<file path="config.mk">
export PLATFORM = sky130hd
export DESIGN_NAME = ble_rx_dewhiten_crc
export DESIGN_NICKNAME = d
export VERILOG_FILES = /design/src/rtl/ble_rx_dewhiten_crc.sv
export SDC_FILE = /design/constraint.sdc
export NUM_CORES = 1
export LEC_CHECK = 0
export CAP_MARGIN = 0
export CELL_PAD_IN_SITES_DETAIL_PLACEMENT = 0
export CELL_PAD_IN_SITES_GLOBAL_PLACEMENT = 1
export CORE_ASPECT_RATIO = 2
export CORE_MARGIN = 3
export CORE_UTILIZATION = 35
export CTS_BUF_LIST = sky130_fd_sc_hd__clkbuf_4 sky130_fd_sc_hd__clkbuf_8
export DETAILED_ROUTE_END_ITERATION = 8
export PLACE_DENSITY = 0.72
export REMOVE_ABC_BUFFERS = 1
export SYNTH_ARGS = -nofsm -noshare
export SYNTH_HDL_FRONTEND = slang
export SYNTH_SLANG_ARGS = --single-unit
</file>
<file path="constraint.sdc">
create_clock -name clk -period 5.15 [get_ports clk]
set_clock_uncertainty 0.2 [all_clocks]
set_input_delay 1.545 -clock clk [delete_from_list [all_inputs] [get_ports clk]]
set_output_delay 1.545 -clock clk [all_outputs]
set_load 0.02 [all_outputs]
</file>
<file path="src/rtl/ble_rx_dewhiten_crc.sv">
// BLE receive PDU processor: de-whitens the demodulated bit stream, frames header/payload
// bytes from the header length field and checks the trailing CRC-24.
module ble_rx_dewhiten_crc #(
  parameter int CH_IDX_W = 6,
  parameter int MAX_LEN  = 255
) (
  input  logic                clk,
  input  logic                rst_n,
  input  logic                start,
  input  logic                abort,
  input  logic [CH_IDX_W-1:0] ch_idx,
  input  logic [23:0]         crc_init,
  input  logic                bit_in,
  input  logic                bit_valid,
  output logic [7:0]          rx_byte,
  output logic                rx_byte_valid,
  output logic [7:0]          pdu_len,
  output logic                busy,
  output logic                done,
  output logic                crc_ok,
  output logic                len_err
);

  localparam logic [23:0] CRC_POLY  = 24'h00065B;
  localparam logic [8:0]  MAX_LEN_L = 9'(MAX_LEN);

  typedef enum logic [1:0] {S_IDLE, S_HDR, S_PAYLOAD, S_CRC} state_t;

  state_t      r_state, w_nxt;
  logic [6:0]  r_lfsr;
  logic [23:0] r_crc, r_rx_crc;
  logic [7:0]  r_sr, r_rx_byte, r_pdu_len;
  logic [10:0] r_cnt;
  logic        r_rx_byte_valid, r_done, r_crc_ok, r_len_err;

  logic        w_d, w_fb, w_step, w_last, w_len_bad;
  logic [7:0]  w_byte;
  logic [6:0]  w_seed;
  logic [10:0] w_pay_last;
  logic [23:0] w_rx_crc;

  // lfsr[0] is forced to 1; channel bit 5 lands in lfsr[1], channel bit 0 in lfsr[6]
  assign w_seed     = {ch_idx[0], ch_idx[1], ch_idx[2], ch_idx[3], ch_idx[4], ch_idx[5], 1'b1};
  assign w_d        = bit_in ^ r_lfsr[6];
  assign w_fb       = r_crc[23] ^ w_d;
  assign w_byte     = {w_d, r_sr[7:1]};
  assign w_rx_crc   = {r_rx_crc[22:0], w_d};
  assign w_len_bad  = {1'b0, w_byte} > MAX_LEN_L;
  assign w_pay_last = {r_pdu_len, 3'b000} - 11'd1;
  assign w_step     = bit_valid && (r_state != S_IDLE) && !start && !abort;

  always_comb begin
    w_last = 1'b0;
    case (r_state)
      S_HDR:     w_last = (r_cnt == 11'd15);
      S_PAYLOAD: w_last = (r_cnt == w_pay_last);
      S_CRC:     w_last = (r_cnt == 11'd23);
      default:   w_last = 1'b0;
    endcase
  end

  always_ff @(posedge clk or negedge rst_n) begin
    if (!rst_n) r_state <= S_IDLE;
    else        r_state <= w_nxt;
  end

  always_comb begin
    w_nxt = r_state;
    if (abort)
      w_nxt = S_IDLE;
    else if (start)
      w_nxt = S_HDR;
    else if (w_step && w_last) begin
      case (r_state)
        S_HDR:     w_nxt = w_len_bad ? S_IDLE : ((w_byte == 8'd0) ? S_CRC : S_PAYLOAD);
        S_PAYLOAD: w_nxt = S_CRC;
        S_CRC:     w_nxt = S_IDLE;
        default:   w_nxt = S_IDLE;
      endcase
    end
  end

  always_ff @(posedge clk or negedge rst_n) begin
    if (!rst_n) begin
      r_lfsr          <= '0;
      r_crc           <= '0;
      r_rx_crc        <= '0;
      r_sr            <= '0;
      r_cnt           <= '0;
      r_rx_byte       <= '0;
      r_rx_byte_valid <= 1'b0;
      r_pdu_len       <= '0;
      r_done          <= 1'b0;
      r_crc_ok        <= 1'b0;
      r_len_err       <= 1'b0;
    end else begin
      r_rx_byte_valid <= 1'b0;
      r_done          <= 1'b0;
      if (abort) begin
        r_cnt <= '0;
        r_sr  <= '0;
      end else if (start) begin
        r_lfsr    <= w_seed;
        r_crc     <= crc_init;
        r_rx_crc  <= '0;
        r_sr      <= '0;
        r_cnt     <= '0;
        r_crc_ok  <= 1'b0;
        r_len_err <= 1'b0;
      end else if (w_step) begin
        r_lfsr <= {r_lfsr[5:4], r_lfsr[6] ^ r_lfsr[3], r_lfsr[2:0], r_lfsr[6]};
        r_sr   <= w_byte;
        r_cnt  <= w_last ? 11'd0 : r_cnt + 11'd1;
        if (r_state == S_CRC) begin
          r_rx_crc <= w_rx_crc;
          if (w_last) begin
            r_done   <= 1'b1;
            r_crc_ok <= (w_rx_crc == r_crc);
          end
        end else begin
          r_crc <= {r_crc[22:0], 1'b0} ^ (w_fb ? CRC_POLY : 24'd0);
          if (r_cnt[2:0] == 3'd7) begin
            r_rx_byte       <= w_byte;
            r_rx_byte_valid <= 1'b1;
          end
          // the length byte is the second header byte, so it completes on the last header bit
          if (r_state == S_HDR && w_last) begin
            r_pdu_len <= w_byte;
            if (w_len_bad) begin
              r_len_err <= 1'b1;
              r_done    <= 1'b1;
              r_crc_ok  <= 1'b0;
            end
          end
        end
      end
    end
  end

  assign rx_byte       = r_rx_byte;
  assign rx_byte_valid = r_rx_byte_valid;
  assign pdu_len       = r_pdu_len;
  assign busy          = (r_state != S_IDLE);
  assign done          = r_done;
  assign crc_ok        = r_crc_ok;
  assign len_err       = r_len_err;

endmodule

</file>
Word level (Yosys, flattened, before mapping)
Index checks and enable logic that the tools add are counted.
{"block": "totals", "input_bits": 36, "reg_bits": 94, "elab_cells": 85}
{"block": "op_classes", "eq_ne": 9, "bitwise_logic": 7, "mux": 36, "addsub": 2, "n_reduce_logical": 20}
{"operator": "2-to-1 mux 24 bit", "n": 3}
{"operator": "2-to-1 mux 23 bit", "n": 3}
{"operator": "2-to-1 mux 11 bit", "n": 5}
{"operator": "== test 24 bit", "n": 1}
{"operator": "2-to-1 mux 8 bit", "n": 3}
{"operator": "bitwise XOR 24 x 11 -> 24 bit", "n": 1}
{"operator": "2-to-1 mux 1 bit", "n": 15}
{"operator": "2-to-1 mux 7 bit", "n": 2}
{"operator": "adder 11 x 1 -> 11 bit (second input constant)", "n": 1}
{"operator": "== test 11 bit", "n": 1}
{"operator": "== test 11 x 4 -> 1 bit (second input constant)", "n": 1}
{"operator": "== test 11 x 5 -> 1 bit (second input constant)", "n": 1}
{"operator": "subtractor 11 x 1 -> 11 bit (second input constant)", "n": 1}
{"operator": "AND reduction 5 bit", "n": 2}
{"operator": "zero test 8 bit", "n": 1}
{"operator": "nonzero test 2 bit", "n": 4}
{"operator": "2-to-1 mux 2 bit", "n": 3}
{"operator": "AND reduction 3 bit", "n": 2}
{"operator": "nonzero test 3 bit", "n": 2}
{"operator": "logical AND 1 bit", "n": 5}
{"operator": "== test 2 bit (second input constant)", "n": 2}
{"operator": "one-hot mux 2 bit (2 select lines)", "n": 1}
{"operator": "AND reduction 4 bit", "n": 1}
{"operator": "== test 3 bit (second input constant)", "n": 1}
{"operator": "7 further kinds", "n": 12}

Logic depth before layout (Yosys ltp)
Gate-level depths: netlist (run 1).
{"block": "logic_depth", "ltp_word": 8, "depth_mapped": 10}

Worst setup path before layout (run 1)
OpenSTA, ideal clock, no wires.
{"block": "synth_timing", "path_kind": "in2reg", "startpoint": "in start", "endpoint": "reg r_rx_byte[0], in the netlist rx_byte[0]", "setup_ps": 125, "path_buffers": 2, "setup_slack_ps": 1908, "stages": 6, "t_required_ps": 4825, "arrival_time_ps": 2917, "cell_sequence": "clkbuf_1 nor2_1 and2_1 clkbuf_1 nand3_1 mux2_2"}
{"block": "synth_via", "elab_chain_cells": 4}
{"item": "start, declared", "line": "9", "text": "input logic start,"}
{"item": "zero test 1 bit", "line": "50", "text": "assign w_step = bit_valid && (r_state != S_IDLE) && !start && !abort;"}
{"item": "logical AND 1 bit (2 in a row)", "line": "50"}
{"item": "AND reduction 5 bit (no line) (*)"}
{"item": "end signal, assigned", "line": "123", "text": "r_rx_byte <= w_byte;"}
{"item": "end, declared", "line": "32", "text": "logic [7:0] r_sr, r_rx_byte, r_pdu_len;"}
Mark *: on every way between the ends. The rest lies on a longest branch, timed or not.
A chain may end at the register's enable or synchronous reset.

Worst setup path in the final report (run 1)
{"block": "layout_timing", "startpoint": "reg r_state[0]", "endpoint": "out busy"}
{"block": "layout_via", "elab_chain_cells": 1}
{"item": "start, declared", "line": "29", "text": "state_t r_state, w_nxt;"}
{"item": "start signal, assigned", "line": "64", "text": "else r_state <= w_nxt;"}
{"item": "nonzero test 2 bit", "line": "143", "text": "assign busy = (r_state != S_IDLE);"}
{"item": "end, declared", "line": "18", "text": "output logic busy,"}
Every way passes these cells.

==> flow_summary.yaml, run 1 <==
floorplanning:
  io_pins: 57
  coreArea_mm2: 0.0130
  fp.dieW_um: 87.6
  start_util: 0.358
  rows: 59
  die_h_um: 169
  die-area_mm2: 0.0148
critical_path:
  rrSetupSlack_ns: 2.02
  worst-endpoint-arrival_ns: 1.73
  r2r-start: "pdu_len[2]"
  rr_endpoint: "r_cnt[5]"
  startpoint: "r_state[0]"
  cp.required_ns: 3.41
  critPathCaptureType: "primary output"
  crit_type: "flip-flop to primary output"
  start_kind: "flip-flop"
  r2r_cells: 7
  path_max_fanout: 4
  cp-endpoint: "busy"
sta:
  rsz0062_at_grt: "no"
  maxSlewHeadroom: 0.391
  hold_viol_final: 0
  worst_pin_slew_ns: 0.907
  period_share: 0.676
  setup_viol: 0
  fin_setup_tns_ns: 0
  min_period_ns: 3.48
  max_freq_ghz: 0.287
  slew_violations: 0
global_routing:
  gr-usage-met2: 0.299
  grt_util_all_layers: 0.161
  antenna_found_initial: 0
  grt_pass1_wl_um: 18300
  grt_overflow: 0
  grt.met1_usage: 0.180
  grtUsageMet3: 0.0283
  grt_max_degree: 71
  grt-busiest-layer: "met2"
  first_global_vias: 3475
placement:
  gp_congestion: 0.793
  dp_hpwl_um: 8260
  dp_cells: 627
  io_buffers: 55
  placed_area_mm2: 0.00535
cells_and_area:
  design_area_mm2: 0.00556
  nets: 530
  fin_cells: 643
  drive_above_1_share: 0.104
  antenna_cells: 0
  area_delta_synth_final_pct: 19.4
route:
  postRouteAntennaNets: 0
  drtIter0Drc: 154
  dr.pass1.iters: 4
  drc: 0
  wire_per_inst_um: 17.2
  num_vias: 3378
  drt-total-wl_um: 11100
  vias_per_cell: 5.25
yosys:
  synth_area_leaders: "dfrtp_1 50%, a22o_1 5.5%, mux2i_1 4.9%"
  ys_async_sr_fraction: 1.00
  synth_top_flop_cell: "dfrtp_1"
  netlist-cell-type-count: 52
  synth-seq-cells: 93
  yosysWarnings: 0
  synth_most_common_cell: "dfrtp_1"
  synth_commonest_cells: "93 x dfrtp_1, 47 x nand2_1, 39 x o21ai_0, 29 x a22o_1, 23 x mux2i_1"
  synth-edff-count: 0
  avgSynthCellArea_um2: 10.7
  syn-cell-area_mm2: 0.00466
  synth_cells: 436
  yosys.area.top_type: "dfrtp_1"
  yosysSeqAreaShare: 0.500
  synth_top_area_frac: 0.500
cts:
  cts-root-buf: "clkbuf_8"
  cts-resized-gates: 0
  tritoncts.num_buffers: 9
  cts_sinks: 93
  clk_path_buf_depth: 2
  path_clk_slew_ns: 0.11
  cts_tree: "done"
  postCtsHoldBufs: 0
  clk_latency_ns: 0.38
  htreeDepth: 3
  cts_setup_buffers: 0
power_and_ir_drop:
  p_comb_frac: 0.151
  switching_share: 0.309
  peakVddDrop_mv: 0.161
  switchingPower_mw: 0.484
  powerDensity_mw_per_mm2: 282
  internal_power_mw: 1.08
  leakage_nw: 2.54
  p_total_mw: 1.57
  power_frac_clock: 0.314
  pwr-share-seq: 0.535
min_path:
  hold_path.class: "flip-flop to flip-flop"
outcome:
  status: "finished clean"
job:
  max-cap-violations: 0
## layout make-up
type / instances / area [um2]
well taps: 152 / 190
fillers: 1269 / 7430
multi-input cells: 305 / 2180
clock inverters: 7 / 80.1
repair buffers: 62 / 596
clock buffers: 9 / 124
flip-flops and latches: 93 / 2330
inverters: 15 / 56.3
## worst max-delay path: stages, from the launching register on
cell             delay, ns
dfrtp_1               0.40
inv_1                 0.09
ha_1                  0.22
inv_1                 0.05
clkdlybuf4s50_1       0.60
## power by group through the flow
stage                     Combinational (mW)  Sequential [mW]  Clock [mW]
after CTS                              0.244            0.840       0.505
after global routing                   0.273            0.846       0.536
after detailed placement               0.242            0.854           0
final                                  0.237            0.838       0.492
after floorplan                        0.149            0.834           0
after global placement                 0.239            0.853           0
## metal layers
| metal | wire, um | vias up |
|---|---|---|
| li1 | - | 1656 |
| met1 | 4160 | 1646 |
| met2 | 6370 | 64 |
| met3 | 358 | 12 |
| met4 | 184 | 0 |
| met5 | 0 | - |
## sequential cells by signal, indices dropped and copies added, names as in the netlist
signal and cells:
crc_ok 1, done 1, pdu_len 8, r_cnt 11
r_crc 24, r_lfsr 7, r_rx_crc 23, r_sr 7
r_state 2, rx_byte 8, rx_byte_valid 1
## logic make-up (layout without fill, tap and decap cells)
group / count (synthesis) / count (layout) / synth area share
other: 1 / 1 / 0.000805
xor gates and xnor gates: 42 / 42 / 0.0820
and+or+nand+nor: 111 / 111 / 0.122
AOI/OAI and AO/OA: 104 / 104 / 0.154
muxes: 39 / 39 / 0.0881
DFF: 93 / 93 / 0.500
buffers and inverters: 38 / 93 / 0.0317
adders and majority gates: 8 / 8 / 0.0215
## cell usage in the layout (no fill, tap or decap), drive strengths merged, types with 2 or more instances in the layout
cell type / Yosys / layout
xor2: 22 / 22
o31ai: 2 / 2
clkbuf: 20 / 9
o22ai: 2 / 2
dfrtp: 93 / 93
buf: 3 / 9
mux2: 16 / 16
nor2: 16 / 16
inv: 15 / 18
nand4: 8 / 8
a32o: 2 / 2
o311ai: 4 / 4
nand3: 7 / 7
or3: 3 / 3
a21oi: 11 / 11
clkinv: 0 / 3
or2: 2 / 2
mux2i: 23 / 23
or4: 3 / 3
xnor2: 19 / 19
nor3: 5 / 5
a211oi: 2 / 2
o21ai: 41 / 41
and3: 3 / 3
nor2b: 2 / 2
a31oi: 4 / 4
and2: 2 / 2
nand4b: 2 / 2
ha: 8 / 8
nor4: 8 / 8
a22o: 29 / 29
clkdlybuf4s50: 0 / 53
o211ai: 2 / 2
nand2: 47 / 47
## per-stage QoR
step	utilization	setup WS [ns]	hold WS (ns)
after global placement	0.412	1.34	0.264
after CTS	0.428	1.64	0.296
after detailed placement	0.412	1.29	0.269
final	0.428	1.67	0.288
after global routing	0.428	1.54	0.323
after floorplan	-	0.724	0.249
## how the worst min path moves through the flow
stage,cells past startpoint,startpoint,endpoint,slack (ns)
2_1_floorplan,2,r_lfsr[1],r_lfsr[1],0.25
3_3_place_gp,2,r_lfsr[5],r_lfsr[5],0.26
3_5_place_dp,2,r_lfsr[5],r_lfsr[5],0.27
4_1_cts,2,r_lfsr[5],r_lfsr[5],0.30
5_1_grt,2,r_lfsr[5],r_lfsr[5],0.32
6_report,2,r_lfsr[5],r_lfsr[5],0.29
No activity file was read; power rests on OpenSTA's default activity.
==> run 2, diff against run 1 <==
Settings changed: PLACE_DENSITY 0.72 to 0.74.
Clock period 5.15 ns to 3.1 ns, I/O delays scaled along.
==> run 2 against run 1 <==
Against the previous run: core utilization increased by 1.2 points; combinational power increased by 75%; cell count increased by 2.0%; first-iteration DRC count decreased by 0.65%; via count increased by 3.6%; worst hold slack improved by 0.0018 ns; cell area increased by 2.8%; largest cell class unchanged.
==> flow_summary.yaml, run 2 (same netlist as run 1, synthesis figures left out) <==
cells_and_area:
  regMostFlops: "r_crc"
  mostFrequentLayoutCells: "93 x dfrtp_1, 53 x clkdlybuf4s50_1, 47 x nand2_1"
  largest_register_ff_count: 24
  layout_commonest_cell: "dfrtp_1"
  antenna_cells: 0
  top_regs: "r_crc x24, r_rx_crc x23, r_cnt x11"
  fill_cells: 1262
  drive_above_1_share: 0.127
  nets: 543
  area_delta_synth_final_pct: 22.7
sta:
  max_freq_ghz: 0.340
  period_share: 0.949
  setup_viol: 0
  worst_pin_slew_ns: 0.596
  slew_violations: 0
  hold_viol_final: 0
  whs_ns: 0.290
  rsz0062_at_grt: "no"
  min_period_ns: 2.94
  maxSlewHeadroom: 0.603
  setup_slack_ns: 0.158
route:
  postRouteAntennaNets: 0
  drtIter0Drc: 153
  wire_per_inst_um: 17.5
  num_vias: 3498
  vias_per_cell: 5.33
  drt-total-wl_um: 11500
  dr.pass1.iters: 4
  drc: 0
cts:
  postCtsHoldBufs: 0
  cts_sinks: 93
  clk_latency_ns: 0.37
  clk_path_buf_depth: 2
  cts-root-buf: "clkbuf_8"
  path_clk_slew_ns: 0.11
  cts-resized-gates: 0
  tritoncts.num_buffers: 9
  htreeDepth: 3
  cts_tree: "done"
  cts_setup_buffers: 0
critical_path:
  cp.required_ns: 3.15
  slowest_delay_ns: 0.42
  start_kind: "flip-flop"
  path_cells: "buf_4 -> inv_1 -> ha_1 -> nor3b_1 -> xnor2_1 -> o21a_1 -> nor4_4 -> o211ai_4 -> buf_4 -> a21oi_1 -> mux2_2"
  rrSetupSlack_ns: 0.16
  crit_buf_inv: 3
  path_max_fanout: 5
  crit_type: "flip-flop to flip-flop"
  r2r_cells: 11
  crit_top_cell: "buf_4"
  crit_family: "simple AND/OR/NAND/NOR gates"
  crit_slowest_cell: "dfrtp_1"
  worst-endpoint-arrival_ns: 3.00
  r2r-start: "pdu_len[0]"
  critPathCaptureType: "flip-flop"
  rr_endpoint: "crc_ok"
global_routing:
  grt_pass1_wl_um: 18700
  grt_overflow: 0
  antenna_found_initial: 0
  grt_util_all_layers: 0.165
  grt_max_degree: 56
  first_global_vias: 3597
floorplanning:
  coreArea_mm2: 0.0130
  die-area_mm2: 0.0148
  die_h_um: 169
  io_pins: 57
  start_util: 0.358
  fp.dieW_um: 87.6
  rows: 59
power_and_ir_drop:
  peakVddDrop_mv: 0.213
  powerDensity_mw_per_mm2: 468
  leakage_nw: 2.63
  p_total_mw: 2.67
outcome:
  status: "finished clean"
placement:
  pre_cts_ws_ns: 0.0660
  dp_hpwl_um: 8870
  gp_congestion: 0.873
  io_buffers: 55
min_path:
  whs_endpoint: "r_lfsr[5]"
  hold_path.class: "flip-flop to flip-flop"
  worstHoldPathCells: 2
  worstHoldStart: "r_lfsr[5]"
job:
  max-cap-violations: 0
-- run 2: cell count changes in the layout (fill, tap and decap cells not counted), moves of 2 or more --
cell | previous run | this run
buf_12 | 0 | 3
clkinv_8 | 2 | 0
buf_4 | 8 | 18
clkinv_4 | 1 | 3
-- run 2: worst max-delay path by stage --
stage / start / endpoint / slack, ns / depth (start not counted)
after detailed placement: pdu_len[0] / crc_ok / 0.07 / 11
after CTS: pdu_len[0] / crc_ok / 0.06 / 11
after global placement: pdu_len[0] / r_state[0] / 0.15 / 10
after floorplan: start / r_crc[0] / -0.71 / 2
after global routing: r_state[0] / crc_ok / 0.008 / 10
final: pdu_len[0] / crc_ok / 0.16 / 11
-- run 2: final cells by class --
cell class | instances | area [um2] | area share
Multi-Input combinational cell | 305 | 2190 | 0.384
Clock inverter | 7 | 90.1 | 0.0158
Timing Repair Buffer | 75 | 731 | 0.128
Sequential cell | 93 | 2330 | 0.407
Tap cell | 152 | 190 | 0.0333
Inverter | 15 | 56.3 | 0.00986
Clock buffer | 9 | 124 | 0.0217
-- run 2: layer usage --
metal  GRT usage  vias to the layer above  wire length (um)
li1            -                     1685                 -
met1       0.175                     1740              4190
met2       0.316                       59              6790
met3      0.0278                       14               308
met4      0.0528                        0               223
met5           0                        -                 0
-- run 2: through the flow --
step	util	cells	TNS [ns]	area [um2]
5_1_grt	0.440	656	0	5710
3_3_place_gp	0.422	640	0	5490
4_1_cts	0.439	656	0	5700
6_report	0.440	656	0	5710
3_5_place_dp	0.422	640	0	5490
2_1_floorplan	-	413	-17.06	4560
-- run 2: tightest hold or removal path, stage by stage (launching register included) --
cell and delay, ns:
dfrtp_1 0.36, nand2_1 0.04, o21ai_0 0.06
-- run 2: report_power, final --
part | internal, mW | switching (mW)
Combinational | 0.199 | 0.215
Clock | 0.394 | 0.476
Sequential | 1.30 | 0.0921
==> run 3, diff against run 2 <==
Settings changed: GPL_TIMING_DRIVEN set to 0, SKIP_CTS_REPAIR_TIMING set to 1.
Clock period 3.1 ns to 2.65 ns, I/O delays scaled along.
==> run 3 against run 2 <==
Against the previous run: the flow now finishes with violations (negative setup slack); non-clock buffer count decreased by 9; cell area increased by 0.68%; maximum frequency decreased by 4.0%; die area unchanged; via count decreased by 1.5%; sequential cell count unchanged; register-to-register slack got worse by 0.57 ns; critical path depth decreased by 3.
==> flow_summary.yaml, run 3 (same netlist as run 1, synthesis figures left out) <==
outcome:
  status: "complete, but fails checks"
  violations: "negative setup slack"
cts:
  tritoncts.num_buffers: 9
  clk_latency_ns: 0.37
  clk_path_buf_depth: 2
  cts_sinks: 93
  path_clk_slew_ns: 0.10
  cts-root-buf: "clkbuf_8"
  cts_tree: "done"
  htreeDepth: 3
critical_path:
  path_max_fanout: 8
  crit_buf_inv: 1
  crit_type: "flip-flop to flip-flop"
  cp.required_ns: 2.71
  rrSetupSlack_ns: -0.41
  startpoint: "pdu_len[2]"
  crit_slowest_cell: "or4_4"
  slowest_delay_ns: 0.56
  path_cells: "or4_4 -> or3_4 -> a41oi_1 -> nor3_2 -> o211ai_4 -> buf_4 -> nand4b_4 -> mux2_2"
  crit_family: "simple AND/OR/NAND/NOR gates"
  start_kind: "flip-flop"
  critPathCaptureType: "flip-flop"
  worst-endpoint-arrival_ns: 3.12
  r2r-start: "pdu_len[2]"
cells_and_area:
  top_regs: "r_crc x24, r_rx_crc x23, r_cnt x11"
  largest_register_ff_count: 24
  layout_commonest_cell: "dfrtp_1"
  drive_above_1_share: 0.155
  nets: 535
  antenna_cells: 0
  fill_cells: 1230
  regMostFlops: "r_crc"
  area_delta_synth_final_pct: 23.5
  fin_cells: 648
  mostFrequentLayoutCells: "89 x dfrtp_1, 52 x clkdlybuf4s50_1, 46 x nand2_1"
sta:
  maxSlewHeadroom: 0.324
  worst_pin_slew_ns: 1.01
  hold_viol_final: 0
  period_share: 1.16
  slew_violations: 0
  whs_ns: 0.158
  fin_setup_tns_ns: -6.38
  setup_viol: 45
  setup_slack_ns: -0.414
  min_period_ns: 3.06
  max_freq_ghz: 0.326
  rsz0062_at_grt: "yes"
power_and_ir_drop:
  p_total_mw: 3.00
  peakVddDrop_mv: 0.298
  powerDensity_mw_per_mm2: 521
  leakage_nw: 2.61
route:
  drtIter0Drc: 104
  drc: 0
  vias_per_cell: 5.32
  wl_met1_um: 4170
  wl_met2_um: 6460
  wl_met3_um: 296
  wire_per_inst_um: 17.2
  drt-total-wl_um: 11100
  postRouteAntennaNets: 0
  num_vias: 3446
  top_layer: "met4"
  dr.pass1.iters: 4
global_routing:
  grt_util_all_layers: 0.158
  antenna_found_initial: 0
  first_global_vias: 3556
  grt_overflow: 0
  grt_pass1_wl_um: 18200
  grt_max_degree: 62
floorplanning:
  die_h_um: 169
  die-area_mm2: 0.0148
  rows: 59
  fp.dieW_um: 87.6
  start_util: 0.358
  io_pins: 57
  coreArea_mm2: 0.0130
min_path:
  hold_path.class: "input port to asynchronous set/reset pin"
placement:
  io_buffers: 55
  gp_congestion: 0.828
  dp_cells: 624
  dp_hpwl_um: 8280
job:
  max-cap-violations: 0
[run 3: changes by cell type in the layout (fill, tap and decap cells not counted), moves of 3 or more]
cell	previous run	this run
dfrtp_1	93	89
o311ai_1	4	0
buf_4	18	7
inv_6	0	3
dfrtp_2	0	4
o311ai_2	0	4
[run 3: final timing paths]
check | endpoint | cells after the start
worst max-delay path | pdu_len[5] | 8
worst max register to register | pdu_len[5] | 8
worst min-delay path | rx_byte[2] | 1
max in group asynchronous | r_crc[2] | 2
worst min register to register | r_lfsr[1] | 2
min in group clk | r_lfsr[1] | 2
[run 3: metrics by stage]
step,worst slack (ns),instance area (um2),utilization
finish,-0.414,5750,0.443
global route,-0.508,5750,0.443
CTS,-0.569,5590,0.430
detailed placement,-0.947,5410,0.416
global placement,-4.60,5310,0.408
floorplan,-1.03,4560,-
[run 3: layer usage]
| metal | vias to the layer above | track usage |
|---|---|---|
| met1 | 1699 | 0.172 |
| met4 | 0 | 0.0574 |
| li1 | 1676 | - |
| met2 | 58 | 0.297 |
| met5 | - | 0 |
| met3 | 13 | 0.0263 |
[run 3: power breakdown]
group / switching [mW] / internal, mW
logic: 0.258 / 0.228
clock network: 0.531 / 0.356
registers: 0.108 / 1.52
total: 0.898 / 2.10
[run 3: final cells by class]
type / instances / area, um2 / area share
tap: 152 / 190 / 0.0331
multi-input combinational: 306 / 2300 / 0.400
sequential: 93 / 2330 / 0.406
clock inverter: 7 / 56.3 / 0.00979
clock buffer: 9 / 124 / 0.0215
timing repair buffer: 66 / 691 / 0.120
inverter: 15 / 56.3 / 0.00979
